--- src/rtl/fnd_apb_scheduler_if.sv ---
// APB bus between the FND update scheduler (master) and the FND count peripheral (slave).
interface fnd_apb_scheduler_if;
  logic [3:0]  PADDR;
  logic [31:0] PWDATA;
  logic        PWRITE;
  logic        PSEL;
  logic        PENABLE;
  logic        PREADY;

  modport master (output PADDR, PWDATA, PWRITE, PSEL, PENABLE, input PREADY);
  modport slave  (input PADDR, PWDATA, PWRITE, PSEL, PENABLE, output PREADY);
endinterface

--- src/rtl/fnd_apb_scheduler.sv ---
// APB master sharing the FND peripheral between two requesters (FCR enable, then FDR/FPR per grant).
// Optional PREADY timeout with sticky err: define FND_SCHED_TIMEOUT_EN.
module fnd_apb_scheduler #(
  parameter logic [3:0] FCR_ADDR       = 4'h0,
  parameter logic [3:0] FDR_ADDR       = 4'h4,
  parameter logic [3:0] FPR_ADDR       = 4'h8,
  parameter int         MAX_VAL        = 9999,
  parameter int         TIMEOUT_CYCLES = 16
) (
  input  logic                      PCLK,
  input  logic                      PRESET,
  input  logic [1:0]                req,
  input  logic [13:0]               req_val0,
  input  logic [13:0]               req_val1,
  input  logic [3:0]                req_dp0,
  input  logic [3:0]                req_dp1,
  output logic [1:0]                ack,
  output logic                      busy,
  output logic                      err,
  fnd_apb_scheduler_if.master       apb
);

  typedef enum logic [1:0] {INIT_SETUP, IDLE, SETUP, ACCESS} state_t;

  localparam logic [13:0] MAX_LIM = 14'(MAX_VAL);

  state_t      state_q, state_d;
  logic [1:0]  step_q, step_d;
  logic        last_q, last_d;
  logic        grant_q, grant_d;
  logic [13:0] val_q, val_d;
  logic [3:0]  dp_q, dp_d;
  logic        psel_q, psel_d;
  logic        penable_q, penable_d;
  logic        pwrite_q;
  logic [3:0]  paddr_q, paddr_d;
  logic [31:0] pwdata_q, pwdata_d;
  logic [1:0]  ack_q, ack_d;
  logic        timeout;

  function automatic logic [13:0] sat(input logic [13:0] v);
    return (v > MAX_LIM) ? MAX_LIM : v;
  endfunction

`ifdef FND_SCHED_TIMEOUT_EN
  localparam int CW = $clog2(TIMEOUT_CYCLES) + 1;
  logic [CW-1:0] to_cnt_q;
  logic          err_q;

  assign timeout = (state_q == ACCESS) && !apb.PREADY && (to_cnt_q == CW'(TIMEOUT_CYCLES - 1));
  assign err     = err_q;

  always_ff @(posedge PCLK or posedge PRESET) begin
    if (PRESET) begin
      to_cnt_q <= '0;
      err_q    <= 1'b0;
    end else begin
      to_cnt_q <= (state_q == ACCESS) ? to_cnt_q + 1'b1 : '0;
      if (timeout) err_q <= 1'b1;
    end
  end
`else
  assign timeout = 1'b0;
  assign err     = 1'b0;
`endif

  // Bus outputs are registered from the next-state decision so reset leaves the bus quiet.
  always_comb begin
    state_d   = state_q;
    step_d    = step_q;
    last_d    = last_q;
    grant_d   = grant_q;
    val_d     = val_q;
    dp_d      = dp_q;
    psel_d    = psel_q;
    penable_d = penable_q;
    paddr_d   = paddr_q;
    pwdata_d  = pwdata_q;
    ack_d     = 2'b00;
    case (state_q)
      INIT_SETUP: begin
        state_d   = SETUP;
        step_d    = 2'd0;
        psel_d    = 1'b1;
        penable_d = 1'b0;
        paddr_d   = FCR_ADDR;
        pwdata_d  = 32'd1;
      end
      IDLE: begin
        // The ack cycle never arbitrates, so a still-held request waits one more cycle.
        if (req != 2'b00 && ack_q == 2'b00) begin
          grant_d   = req[1] & (~req[0] | ~last_q);
          last_d    = grant_d;
          val_d     = grant_d ? sat(req_val1) : sat(req_val0);
          dp_d      = grant_d ? req_dp1 : req_dp0;
          state_d   = SETUP;
          step_d    = 2'd1;
          psel_d    = 1'b1;
          penable_d = 1'b0;
          paddr_d   = FDR_ADDR;
          pwdata_d  = {18'b0, val_d};
        end
      end
      SETUP: begin
        state_d   = ACCESS;
        penable_d = 1'b1;
      end
      ACCESS: begin
        if (apb.PREADY && step_q == 2'd1) begin
          state_d   = SETUP;
          step_d    = 2'd2;
          penable_d = 1'b0;
          paddr_d   = FPR_ADDR;
          pwdata_d  = {28'b0, dp_q};
        end else if (apb.PREADY || timeout) begin
          state_d   = IDLE;
          psel_d    = 1'b0;
          penable_d = 1'b0;
          if (step_q != 2'd0) ack_d = grant_q ? 2'b10 : 2'b01;
        end
      end
      default: state_d = IDLE;
    endcase
  end

  always_ff @(posedge PCLK or posedge PRESET) begin
    if (PRESET) begin
      state_q   <= INIT_SETUP;
      step_q    <= 2'd0;
      last_q    <= 1'b1;
      grant_q   <= 1'b0;
      val_q     <= '0;
      dp_q      <= '0;
      psel_q    <= 1'b0;
      penable_q <= 1'b0;
      pwrite_q  <= 1'b0;
      paddr_q   <= '0;
      pwdata_q  <= '0;
      ack_q     <= 2'b00;
    end else begin
      state_q   <= state_d;
      step_q    <= step_d;
      last_q    <= last_d;
      grant_q   <= grant_d;
      val_q     <= val_d;
      dp_q      <= dp_d;
      psel_q    <= psel_d;
      penable_q <= penable_d;
      pwrite_q  <= psel_d;
      paddr_q   <= paddr_d;
      pwdata_q  <= pwdata_d;
      ack_q     <= ack_d;
    end
  end

  assign apb.PSEL    = psel_q;
  assign apb.PENABLE = penable_q;
  assign apb.PWRITE  = pwrite_q;
  assign apb.PADDR   = paddr_q;
  assign apb.PWDATA  = pwdata_q;
  assign ack         = ack_q;
  assign busy        = (state_q != IDLE);

endmodule

--- src/flat_wrapper.sv ---
// flat-port wrapper written by rule: the top's interface ports become plain ports
module fnd_apb_scheduler_flat 
#(
  parameter logic [3:0] FCR_ADDR       = 4'h0,
  parameter logic [3:0] FDR_ADDR       = 4'h4,
  parameter logic [3:0] FPR_ADDR       = 4'h8,
  parameter int         MAX_VAL        = 9999,
  parameter int         TIMEOUT_CYCLES = 16
)
  (PCLK, PRESET, req, req_val0, req_val1, req_dp0, req_dp1, ack, busy, err, apb_PADDR, apb_PWDATA, apb_PWRITE, apb_PSEL, apb_PENABLE, apb_PREADY);
  fnd_apb_scheduler_if apb_i ();
  input  logic PCLK;
  input  logic PRESET;
  input  logic [1:0] req;
  input  logic [13:0] req_val0;
  input  logic [13:0] req_val1;
  input  logic [3:0] req_dp0;
  input  logic [3:0] req_dp1;
  output logic [1:0] ack;
  output logic busy;
  output logic err;
  output wire logic [$bits(apb_i.PADDR)-1:0] apb_PADDR;
  output wire logic [$bits(apb_i.PWDATA)-1:0] apb_PWDATA;
  output wire logic [$bits(apb_i.PWRITE)-1:0] apb_PWRITE;
  output wire logic [$bits(apb_i.PSEL)-1:0] apb_PSEL;
  output wire logic [$bits(apb_i.PENABLE)-1:0] apb_PENABLE;
  input wire logic [$bits(apb_i.PREADY)-1:0] apb_PREADY;
  assign apb_PADDR = apb_i.PADDR;
  assign apb_PWDATA = apb_i.PWDATA;
  assign apb_PWRITE = apb_i.PWRITE;
  assign apb_PSEL = apb_i.PSEL;
  assign apb_PENABLE = apb_i.PENABLE;
  assign apb_i.PREADY = apb_PREADY;
  fnd_apb_scheduler #(.FCR_ADDR(FCR_ADDR), .FDR_ADDR(FDR_ADDR), .FPR_ADDR(FPR_ADDR), .MAX_VAL(MAX_VAL), .TIMEOUT_CYCLES(TIMEOUT_CYCLES)) u_core (.PCLK(PCLK), .PRESET(PRESET), .req(req), .req_val0(req_val0), .req_val1(req_val1), .req_dp0(req_dp0), .req_dp1(req_dp1), .ack(ack), .busy(busy), .err(err), .apb(apb_i));
endmodule
--- config.mk ---
export PLATFORM = sky130hd
export DESIGN_NAME = fnd_apb_scheduler_flat
export DESIGN_NICKNAME = d
export VERILOG_FILES = /design/src/rtl/fnd_apb_scheduler_if.sv /design/src/rtl/fnd_apb_scheduler.sv /design/src/flat_wrapper.sv
export SDC_FILE = /design/constraint.sdc
export NUM_CORES = 1
export LEC_CHECK = 0
export CAP_MARGIN = 10
export CELL_PAD_IN_SITES_DETAIL_PLACEMENT = 1
export CELL_PAD_IN_SITES_GLOBAL_PLACEMENT = 1
export CORE_MARGIN = 2
export CORE_UTILIZATION = 28
export DETAILED_ROUTE_END_ITERATION = 8
export PLACE_DENSITY = 0.76
export SETUP_SLACK_MARGIN = 0.5
export SKIP_LAST_GASP = 1
export SLEW_MARGIN = 20
export SYNTH_ARGS = -nofsm -noshare
export SYNTH_HDL_FRONTEND = slang
export SYNTH_SLANG_ARGS = --single-unit
--- constraint.sdc ---
create_clock -name PCLK -period 1.8 [get_ports PCLK]
set_input_delay 0.45 -clock PCLK [delete_from_list [all_inputs] [get_ports PCLK]]
set_output_delay 0.45 -clock PCLK [all_outputs]
set_load 0.02 [all_outputs]
==> results.md, run 1 <==
- Routed length per instance: 18.4 um
- Port Buffers: 62
- Clk_lat worst skew: 290 ps
- Tmin final: 1510 ps
- Root Driver: clkbuf_8
- Worst Hold Depth: 2
- Nets: 323
- Clock Pin Slew Worst Setup and Hold Paths: 110 ps
- Critical-path maximum fanout: 4
- # IOs: 84
- WP data arrival: ~1700 ps
- Slew Limit Fails: 0
- Status: finished clean
- GRT Util Overall: 18.9%
- Final hold viol count: 0
- Leakage: about 1.4 nW
- Asr flop ratio synth: 100%
- Die span in y: 79.7 um
- Setup crit end kind: register
- Clock Sinks: 28
- Flop2flop setup slack: ~290 ps
- Final setup viols: 0
- CTS tree: yes
- Place WS: -330 ps
- Register area share after synthesis: around 44%
- Biggest area consumer among synthesized cells: dfrtp_1
- RSZ-0062 raised after global routing: yes
- Pre-antenna DRT Iters: 4
- Hold crit path type: in2reg
- Worst hold start: req_val0[4]
- Synthesized cell area: 1600 sq um
- Mapped Avg Cell Area: 9.96 sq um
- Critical R2R Launch: u_core.last_q$_DFFE_PP1P_
- Top post-synthesis cells by area: dfrtp_1 42%, buf_4 11%, a221o_1 4.4%, o21ai_0 4.1%, nand2_1 3.0%
- Tcrit/Tclk final: 84.0%
- Setup ws final: around 290 ps
- Worst EP required: 1990 ps
- Post-synth EDFFs: 0
- Inst Count DP: around 320
- Post-cts hold buffer count: 0
- Fmax: ~0.66 GHz
- Final GP Congestion: 0.824
- Die Area: ~6400 sq um
- MaxCap Viol Count: 0
- Max VDD drop: between 0.7 and 0.8 mV
- H-tree Lvls: 1
- Vias in the first global route: between 1500 and 2000
- Grt ovf: 0
- Post-synthesis cell count: around 160
- DR iter-0 viols: 73
- ANT nets after route: 0
- Hold endpoint: u_core.apb.PWDATA[4]$_DFFE_PP0P_
- Layout Cells excl Fill: 353
- Top-area cell type share of the netlist area: 42.1%
- Final Power: around 4.4 mW
- Yosys cell types: 42
- Global-route wire length before repair: ~9.2 mm
- Largest net degree at the start of global routing: 29
- Routed vias: ~1700
- Setup Crit Path Kind: reg2reg
- Die Wd: 79.7 um
- Final wirelength: 6.50 mm
- Via density: just under 5
- DP HPWL: 3.95 mm
- Ys flop type: dfrtp_1
- Layout filler cell count: 622
- Final core occ: 54.0%
- Max Root-Sink Buffers: 2
- Number of remaining DRC errors: 0
- Share of post-route cells with drive strength above 1: roughly half
- R2R depth: 4
- Area growth from synthesis to layout: 85.4%
- Row Count: 27
- Initial Util: 29.1%
- Antenna cells: 0
- Syn. warnings: 0
- Core Footprint: around 5500 sq um
- Clock skew: 6.62 ps
- R2r endpoint: u_core.apb.PWDATA[3]$_DFFE_PP0P_
- Num CTS Buffers: 3
- Power density over cell area: 1480 nW/um^2
- Element type at the critical path start: register
- Initial antenna violation count: 0
- Yosys reg bits: 28
-- worst max-delay path, cell delays in order, from the launching register on --
cell	delay, ps
dfstp_2	590
a21bo_4	160
o211ai_4	100
o221a_1	290
a221o_1	260
-- cell usage after synthesis (2+ instances only) --
cell type and instances:
nand4_1 3, buf_4 23, a22o_1 2, nand3_1 2, o32ai_1 2, o221a_1 3
o2bb2ai_1 4, nor2_1 13, inv_1 7, nand3b_1 2, buf_6 3, nor3_1 5
a221o_1 7, o21ai_0 13, dfrtp_1 27, a31oi_1 4, nand2b_1 4, nand2_1 13
-- per-stage QoR --
stage | hold WS, ps | area (sq um) | TNS (ps)
2_1_floorplan | 399 | 1730 | 0
3_3_place_gp | 408 | 2440 | -3380
3_5_place_dp | 439 | 2440 | -4050
4_1_cts | 452 | 2650 | 0
5_1_grt | 450 | 2970 | 0
6_report | 451 | 2970 | 0
-- worst max path at each step --
stage / slack, ps / from / end / cells past startpoint
3_5_place_dp: -330 / req_val1[7] / u_core.apb.PWDATA[3]$_DFFE_PP0P_ / 5
3_3_place_gp: -270 / req_val1[7] / u_core.apb.PWDATA[3]$_DFFE_PP0P_ / 5
5_1_grt: 260 / u_core.last_q$_DFFE_PP1P_ / u_core.apb.PWDATA[3]$_DFFE_PP0P_ / 4
2_1_floorplan: 250 / req_val1[7] / u_core.apb.PWDATA[1]$_DFFE_PP0P_ / 5
4_1_cts: 310 / u_core.last_q$_DFFE_PP1P_ / u_core.apb.PWDATA[3]$_DFFE_PP0P_ / 4
6_report: 290 / u_core.last_q$_DFFE_PP1P_ / u_core.apb.PWDATA[3]$_DFFE_PP0P_ / 4
-- registers in the layout (all words and copies together), names as in the netlist, 2 cells and up --
register,count
u_core.dp_q,4
u_core.apb.PWDATA,14
u_core.ack,2
u_core.apb.PADDR,2
u_core.state_q,2
-- metal layers --
| layer | global-route usage [%] | routed length (um) | up-vias |
|---|---|---|---|
| met4 | 5.34 | 102 | 0 |
| met1 | 23.4 | 2700 | 880 |
| met5 | 0 | 0 | - |
| met3 | 1.81 | 291 | 8 |
| li1 | - | - | 785 |
| met2 | 34.6 | 3410 | 58 |
-- placed cells by master (no fill, tap or decap), types with 7 or more instances in the layout --
cell type        Yosys  routed
a221o_1              7       7
buf_4               23      47
buf_6                3      32
clkdlybuf4s50_1      0      17
conb_1               1      21
dfrtp_1             27      23
dlygate4sd2_1        0       9
nand2_1             13      10
-- report_power, final --
group / internal, mW / switching [mW]
clock: 0.299 / 0.226
sequential: 0.914 / 0.271
combinational: 1.47 / 1.23
total: 2.68 / 1.73
-- cell type report --
| type | instances | area [sq um] | area share, % |
|---|---|---|---|
| multi-input cells | 118 | 927 | 31.2 |
| well taps | 72 | 90.1 | 3.03 |
| clock inverters | 1 | 30.0 | 1.01 |
| flip-flops and latches | 28 | 707 | 23.8 |
| inverters | 7 | 28.8 | 0.968 |
| clock buffers | 3 | 41.3 | 1.39 |
| repair buffers | 124 | 1150 | 38.7 |
-- cell families after synthesis --
kind of cell | count (synthesis) | share of synthesized area [%]
AO/OA/AOI/OAI | 45 | 21.9
buffers and inverters | 35 | 15.1
flip-flops | 28 | 43.8
multiplexers | 1 | 0.624
other | 1 | 0.234
AND/OR/NAND/NOR | 51 | 18.4
-- what timing repair did --
item                                    in CTS  in global routing
buffers inserted                            15                 18
pin swaps                                   13                 20
resized for setup                          188                 56
endpoints found under the setup margin      48                 46
gates cloned                                 0                  0
Power figures use the tool's default switching activity.
==> inputs of run 2 (changes only) <==
==> constraint.sdc (replaced) <==
create_clock -name PCLK -period 1.4 [get_ports PCLK]
set_input_delay 0.35 -clock PCLK [delete_from_list [all_inputs] [get_ports PCLK]]
set_output_delay 0.35 -clock PCLK [all_outputs]
set_load 0.02 [all_outputs]
==> run 2 against run 1 <==
- the run now ends with setup timing left
- sequential power is 27% higher
- design area rose by 2.1%
- routed wire length up 0.18%
- total power increased by 27%
- first-iteration DRC count decreased by 29%
- setup slack got worse by 510 ps
- cell count is 1.1% higher
- die area unchanged
- register-to-register slack worse by 510 ps
- via count is 0.52% lower
- worst hold slack worse by 79 ps
- clock skew down 3.8 ps
- largest cell class unchanged
- highest routed layer unchanged
==> results.md, run 2 (synthesized netlist as in run 1, its figures left out) <==
- Final wirelength: 6.52 mm (+0.18%)
- Antenna cells: 0 (unchanged)
- Final setup viols: 24 (+24)
- Final GP Congestion: 0.820 (-0.51%)
- # IOs: 84 (unchanged)
- ANT nets after route: 0 (unchanged)
- Max VDD drop: 0.756 mV (+7.3%)
- Num CTS Buffers: 3 (unchanged)
- DP HPWL: 4.12 mm (+4.3%)
- MaxCap Viol Count: 0 (unchanged)
- Slew Limit Fails: 0 (unchanged)
- Flop2flop setup slack: -220 ps (-510 ps)
- Clock skew: 2.86 ps (-3.76 ps)
- Failing checks: setup timing
- Element type at the critical path start: register
- GRT Util Overall: 19.9% (+0.99 points)
- Max FFs per register: 14 (unchanged)
- Initial Util: 29.1% (unchanged)
- Global-route wire length before repair: 9.44 mm (+2.9%)
- Clock Pin Slew Worst Setup and Hold Paths: 100 ps (about the same)
- Setup TNS Final: -3040 ps (-3040 ps)
- Most common cell after layout, fill and taps aside: buf_4
- Port Buffers: 62 (unchanged)
- Die span in y: 79.7 um (unchanged)
- Finished Cell Area: 3040 sq um (+2.1%)
- WL met2: 3.31 mm (-2.7%)
- Grt ovf: 0 (unchanged)
- Routed length per instance: 18.2 um (-0.94%)
- WP data arrival: 1850 ps (+150 ps)
- Area growth from synthesis to layout: 89.4%
- H-tree Lvls: 1 (unchanged)
- Clock Sinks: 28 (unchanged)
- Post-cts hold buffer count: 0 (unchanged)
- Tcrit/Tclk final: 116% (+32 points)
- Die Area: 6350 sq um (unchanged)
- Setup ws final: -221 ps (-509 ps)
- Share of post-route cells with drive strength above 1: 47.7% (-3.5 points)
- Pre-antenna DRT Iters: 4 (unchanged)
- Core Footprint: 5510 sq um (unchanged)
- Most frequent cells in the layout: 43 x buf_4, 40 x buf_6, 21 x conb_1, 21 x dfrtp_1, 17 x clkdlybuf4s50_1
- Row Count: 27 (unchanged)
- DR iter-0 viols: 52 (-29%)
- Clk_lat worst skew: 290 ps (about the same)
- RSZ-0062 raised after global routing: yes
- Die Wd: 79.7 um (unchanged)
- Via density: 4.82 (-1.6%)
- Root Driver: clkbuf_8
- Power density over cell area: 1840 nW/um^2 (+24%)
- Tmin final: 1620 ps (+109 ps)
- Leakage: 1.39 nW (+2.9%)
- Vias in the first global route: 1821 (+5.9%)
- Place WS: -638 ps (-309 ps)
- Metal3 WL: 405 um (+39%)
- Worst EP required: 1630 ps (-360 ps)
- Routed vias: 1722 (-0.52%)
- Status: complete, but fails checks
- Final Power: 5.59 mW (+27%)
- Metal-1 WL: 2.56 mm (-5.4%)
- Setup crit end kind: register
- R2R depth: 6 (+2)
- Setup Crit Path Kind: reg2reg
- Hold Worst Slack: 372 ps (-79.0 ps)
- Layout Cells excl Fill: 357 (+1.1%)
- Largest net degree at the start of global routing: 16 (-45%)
- Fmax: 0.617 GHz (-6.7%)
- Inst Count DP: 316 (unchanged)
- Max Used Layer: met4
- CTS tree: yes
- Final core occ: 55.2% (+1.2 points)
- Post-DP Area: 2490 sq um (+2.0%)
- Number of remaining DRC errors: 0 (unchanged)
- Critical-path maximum fanout: 3 (-1)
- Final hold viol count: 0 (unchanged)
- Max Root-Sink Buffers: 2 (unchanged)
- Nets: 327 (+1.2%)
- Initial antenna violation count: 0 (unchanged)
- Hold crit path type: in2async
run 2: cell count changes in the layout (fill, tap and decap cells not counted), sizes merged:
cell and delta:
buf -2, bufinv -1, clkdlybuf4s15 -2, clkinvlp +1, dlygate4sd2 +7, dlymetal6s2s +1, inv -1, o21ai +1
run 2: layout make-up:
class / instances / area, sq um
inverter: 7 / 30.0
tap: 72 / 90.1
timing repair buffer: 127 / 1230
multi-input combinational: 119 / 927
sequential: 28 / 709
clock buffer: 4 / 55.1
fill: 634 / 2470
run 2: worst paths after layout:
kind,startpoint,end
setup / recovery,u_core.state_q[1]$_DFFE_PP0P_,u_core.apb.PWDATA[1]$_DFFE_PP0P_
min in group PCLK,req_val1[10],u_core.apb.PWDATA[10]$_DFFE_PP0P_
hold reg to reg,u_core.grant_q$_DFFE_PP0P_,u_core.ack[0]$_DFF_PP0_
setup reg to reg,u_core.state_q[1]$_DFFE_PP0P_,u_core.apb.PWDATA[1]$_DFFE_PP0P_
max in group asynchronous,PRESET,u_core.apb.PWDATA[5]$_DFFE_PP0P_
hold / removal,PRESET,u_core.grant_q$_DFFE_PP0P_
run 2: critical path, stage by stage (launching register included):
cell and delay [ps]:
dfrtp_1 420, nand2b_4 160, buf_6 120, nor4_4 330, buf_4 210, o221a_1 200, a221o_1 130
run 2: timing repair:
item	CTS	global route
buffers inserted	23	13
endpoints found under the setup margin	50	50
gates cloned	1	0
hold endpoints to repair	0	0
gates resized for setup	173	35
pin swaps	22	13
run 2: power breakdown:
part	switching [mW]	internal [mW]
Sequential	0.318	1.18
Clock	0.281	0.253
Combinational	1.62	1.93
Total	2.22	3.36
run 2: routing by layer:
| layer | global-route usage [%] | up-vias |
|---|---|---|
| li1 | - | 792 |
| met2 | 35.3 | 75 |
| met4 | 10.3 | 0 |
| met1 | 21.8 | 834 |
| met5 | 0 | - |
| met3 | 4.86 | 21 |
==> inputs of run 3 (changes only) <==
--- a/config.mk
+++ b/config.mk
@@ -9,9 +9,11 @@
 export CELL_PAD_IN_SITES_DETAIL_PLACEMENT = 1
 export CELL_PAD_IN_SITES_GLOBAL_PLACEMENT = 1
 export CORE_MARGIN = 2
-export CORE_UTILIZATION = 28
+export CORE_UTILIZATION = 45
 export DETAILED_ROUTE_END_ITERATION = 8
-export PLACE_DENSITY = 0.76
+export DONT_BUFFER_PORTS = 1
+export PLACE_DENSITY = 0.75
+export RECOVER_POWER = 25
 export SETUP_SLACK_MARGIN = 0.5
 export SKIP_LAST_GASP = 1
 export SLEW_MARGIN = 20
==> run 3 against run 2 <==
- the flow still finishes with violations (setup timing)
- highest routed layer unchanged
- routed wire length is 27% lower
- non-clock buffer count is 98 lower
- critical endpoint unchanged
- design area is 33% lower
==> results.md, run 3 (synthesized netlist as in run 1, its figures left out) <==
- Status: complete, but fails checks
- Failing checks: setup timing
- # IOs: 84 (unchanged)
- Storage cell area: 711 sq um (+0.18%)
- Row Count: 21 (-22%)
- Share of post-route cells with drive strength above 1: 38.5% (-9.2 points)
- Met1 usage: 28.7% (+6.9 points)
- Routing usage on met2: 38.8% (+3.5 points)
- Hold crit path type: in2async
- Int Pwr: 2.28 mW (-32%)
- Die span in y: 63.7 um (-20%)
- Initial Util: 47.3% (+18 points)
- Final wirelength: 4.77 mm (-27%)
- Root Driver: clkbuf_4
- Grt ovf: 0 (unchanged)
- DR iter-0 viols: 64 (+23%)
- Max Root-Sink Buffers: 2 (unchanged)
- Final hold viol count: 0 (unchanged)
- Combinational power share: 47.1% (-16 points)
- Fmax: 0.666 GHz (+7.9%)
- Most common cell after layout, fill and taps aside: conb_1
- Setup TNS Final: -397 ps (+2650 ps)
- CTS tree: yes
- Antenna cells: 0 (unchanged)
- H-tree Lvls: 1 (unchanged)
- Clock Pin Slew Worst Setup and Hold Paths: 160 ps (+60 ps)
- Clock skew: 5.49 ps (+2.63 ps)
- Routed length per instance: 20.5 um (+12%)
- WP data arrival: 1730 ps (-120 ps)
- MaxCap Viol Count: 0 (unchanged)
- Initial antenna violation count: 0 (unchanged)
- Crit-path leading delay family: compound AO/OA/AOI/OAI gates
- CP cell instances: a21bo_4 > o211ai_4 > o221a_1 > a221o_1
- Port Buffers: 0 (-100%)
- Clk pwr share: 10.0% (+0.4 points)
- Layout filler cell count: 370 (-42%)
- Slew Limit Fails: 0 (unchanged)
- Clk_lat worst skew: 330 ps (+40 ps)
- Vias in the first global route: 1408 (-23%)
- Setup Crit Path Kind: reg2reg
- Busiest layer in global routing: met2
- Relative slew slack: roughly 16%
- Setup ws final: -102 ps (+119 ps)
- Max FFs per register: 14 (unchanged)
- CP Buf/Inv Count: 0 (-2)
- Num CTS Buffers: 3 (unchanged)
- Die Wd: 63.7 um (-20%)
- P_sw: 1.86 mW (-16%)
- Number of remaining DRC errors: 0 (unchanged)
- Element type at the critical path start: register
- Area growth from synthesis to layout: 27.0%
- Slowest cell on the critical path: dfstp_2
- Footprint of the multi-input gates: 918 sq um (-0.94%)
- GRT Util Overall: 23.1% (+3.2 points)
- Worst-Margin Slew: 1260 ps
- Tcrit/Tclk final: 107% (-8.5 points)
- Tmin final: 1500 ps (-119 ps)
- ANT nets after route: 0 (unchanged)
- DP HPWL: 3.43 mm (-17%)
- Pre-antenna DRT Iters: 4 (unchanged)
- Core Footprint: 3390 sq um (-38%)
- Final GP Congestion: 0.839 (+2.4%)
- Net Sw Frac: 45.0% (+5.2 points)
- Worst path max stage delay: 610 ps (+190 ps)
- Most frequent cells in the layout: 21 x conb_1, 20 x dfrtp_1, 14 x buf_4
- Max VDD drop: 1.13 mV (+50%)
- Worst path depth: 4 (-2)
- Clock Sinks: 28 (unchanged)
- Sequential power share: 42.9% (+16 points)
- Leakage: 0.861 nW (-38%)
- Power density over cell area: 2030 nW/um^2 (+11%)
- Largest net degree at the start of global routing: 29 (+13)
- R2R depth: 4 (-2)
- Via density: 5.75 (+19%)
- Routed vias: 1340 (-22%)
- Final setup viols: 10 (-58%)
- Global-route wire length before repair: 7.22 mm (-24%)
- RSZ-0062 raised after global routing: yes
- Worst EP required: 1630 ps (about the same)
- Setup crit end kind: register
- Grt met3 use: 8.93% (+4.1 points)
- Die Area: 4060 sq um (-36%)
- Nets: 229 (-30%)
- Critical-path maximum fanout: 4 (+1)
- Final core occ: 60.1% (+4.9 points)
==> run 3: worst paths after layout <==
kind                                             from                                to  slack, ps
max                         u_core.last_q$_DFFE_PP1P_  u_core.apb.PWDATA[1]$_DFFE_PP0P_       -100
max in group asynchronous                      PRESET     u_core.state_q[0]$_DFFE_PP0P_        630
min                                            PRESET   u_core.apb.PADDR[2]$_DFFE_PP0P_        130
min reg2reg                u_core.grant_q$_DFFE_PP0P_           u_core.ack[0]$_DFF_PP0_        430
min in group PCLK                          req_dp1[1]        u_core.dp_q[1]$_DFFE_PP0P_        140
max reg2reg                 u_core.last_q$_DFFE_PP1P_  u_core.apb.PWDATA[1]$_DFFE_PP0P_       -100
==> run 3: repair_timing <==
| action | 4_1_cts | 5_1_grt |
|---|---|---|
| endpoints found under the hold margin | 27 | 27 |
| pin swaps | 8 | 17 |
| gates cloned | 1 | 0 |
| setup endpoints to repair | 50 | 50 |
| gates resized for setup | 21 | 18 |
| setup buffers | 9 | 5 |
==> run 3: final cells by class <==
cell class	instances	share of cell area, %
tap	46	2.83
inverter	7	1.35
multi-input combinational	119	45.1
sequential	28	34.9
clock buffer	4	1.78
timing repair buffer	29	14.1
==> run 3: power groups by stage <==
stage,Combinational [mW],Clock [mW],Sequential [mW]
6_report,1.95,0.414,1.78
5_1_grt,2.10,0.455,1.82
4_1_cts,1.78,0.413,1.76
2_1_floorplan,1.22,0,1.67
3_5_place_dp,1.51,0,1.76
3_3_place_gp,1.41,0,1.74
==> run 3: through the flow <==
| step | power [mW] | setup slack [ps] | area [sq um] | std cells | hold WS [ps] |
|---|---|---|---|---|---|
| final | 4.14 | -102 | 2040 | 233 | 128 |
| after global routing | 4.38 | -132 | 2040 | 233 | 115 |
| after CTS | 3.95 | -48.1 | 1930 | 228 | -57.4 |
| after detailed placement | 3.27 | -90.6 | 1740 | 214 | 324 |
| after global placement | 3.15 | -30.3 | 1740 | 214 | 314 |
| after floorplan | 2.89 | -47.6 | 1780 | 181 | 253 |
==> run 3: metal layers <==
metal / up-vias / routed length [um] / share of wire (%)
met2: 67 / 2400 / 50
met1: 665 / 1840 / 39
met5: - / 0 / 0
met4: 0 / 31 / 0.65
met3: 4 / 497 / 10
li1: 604 / - / -
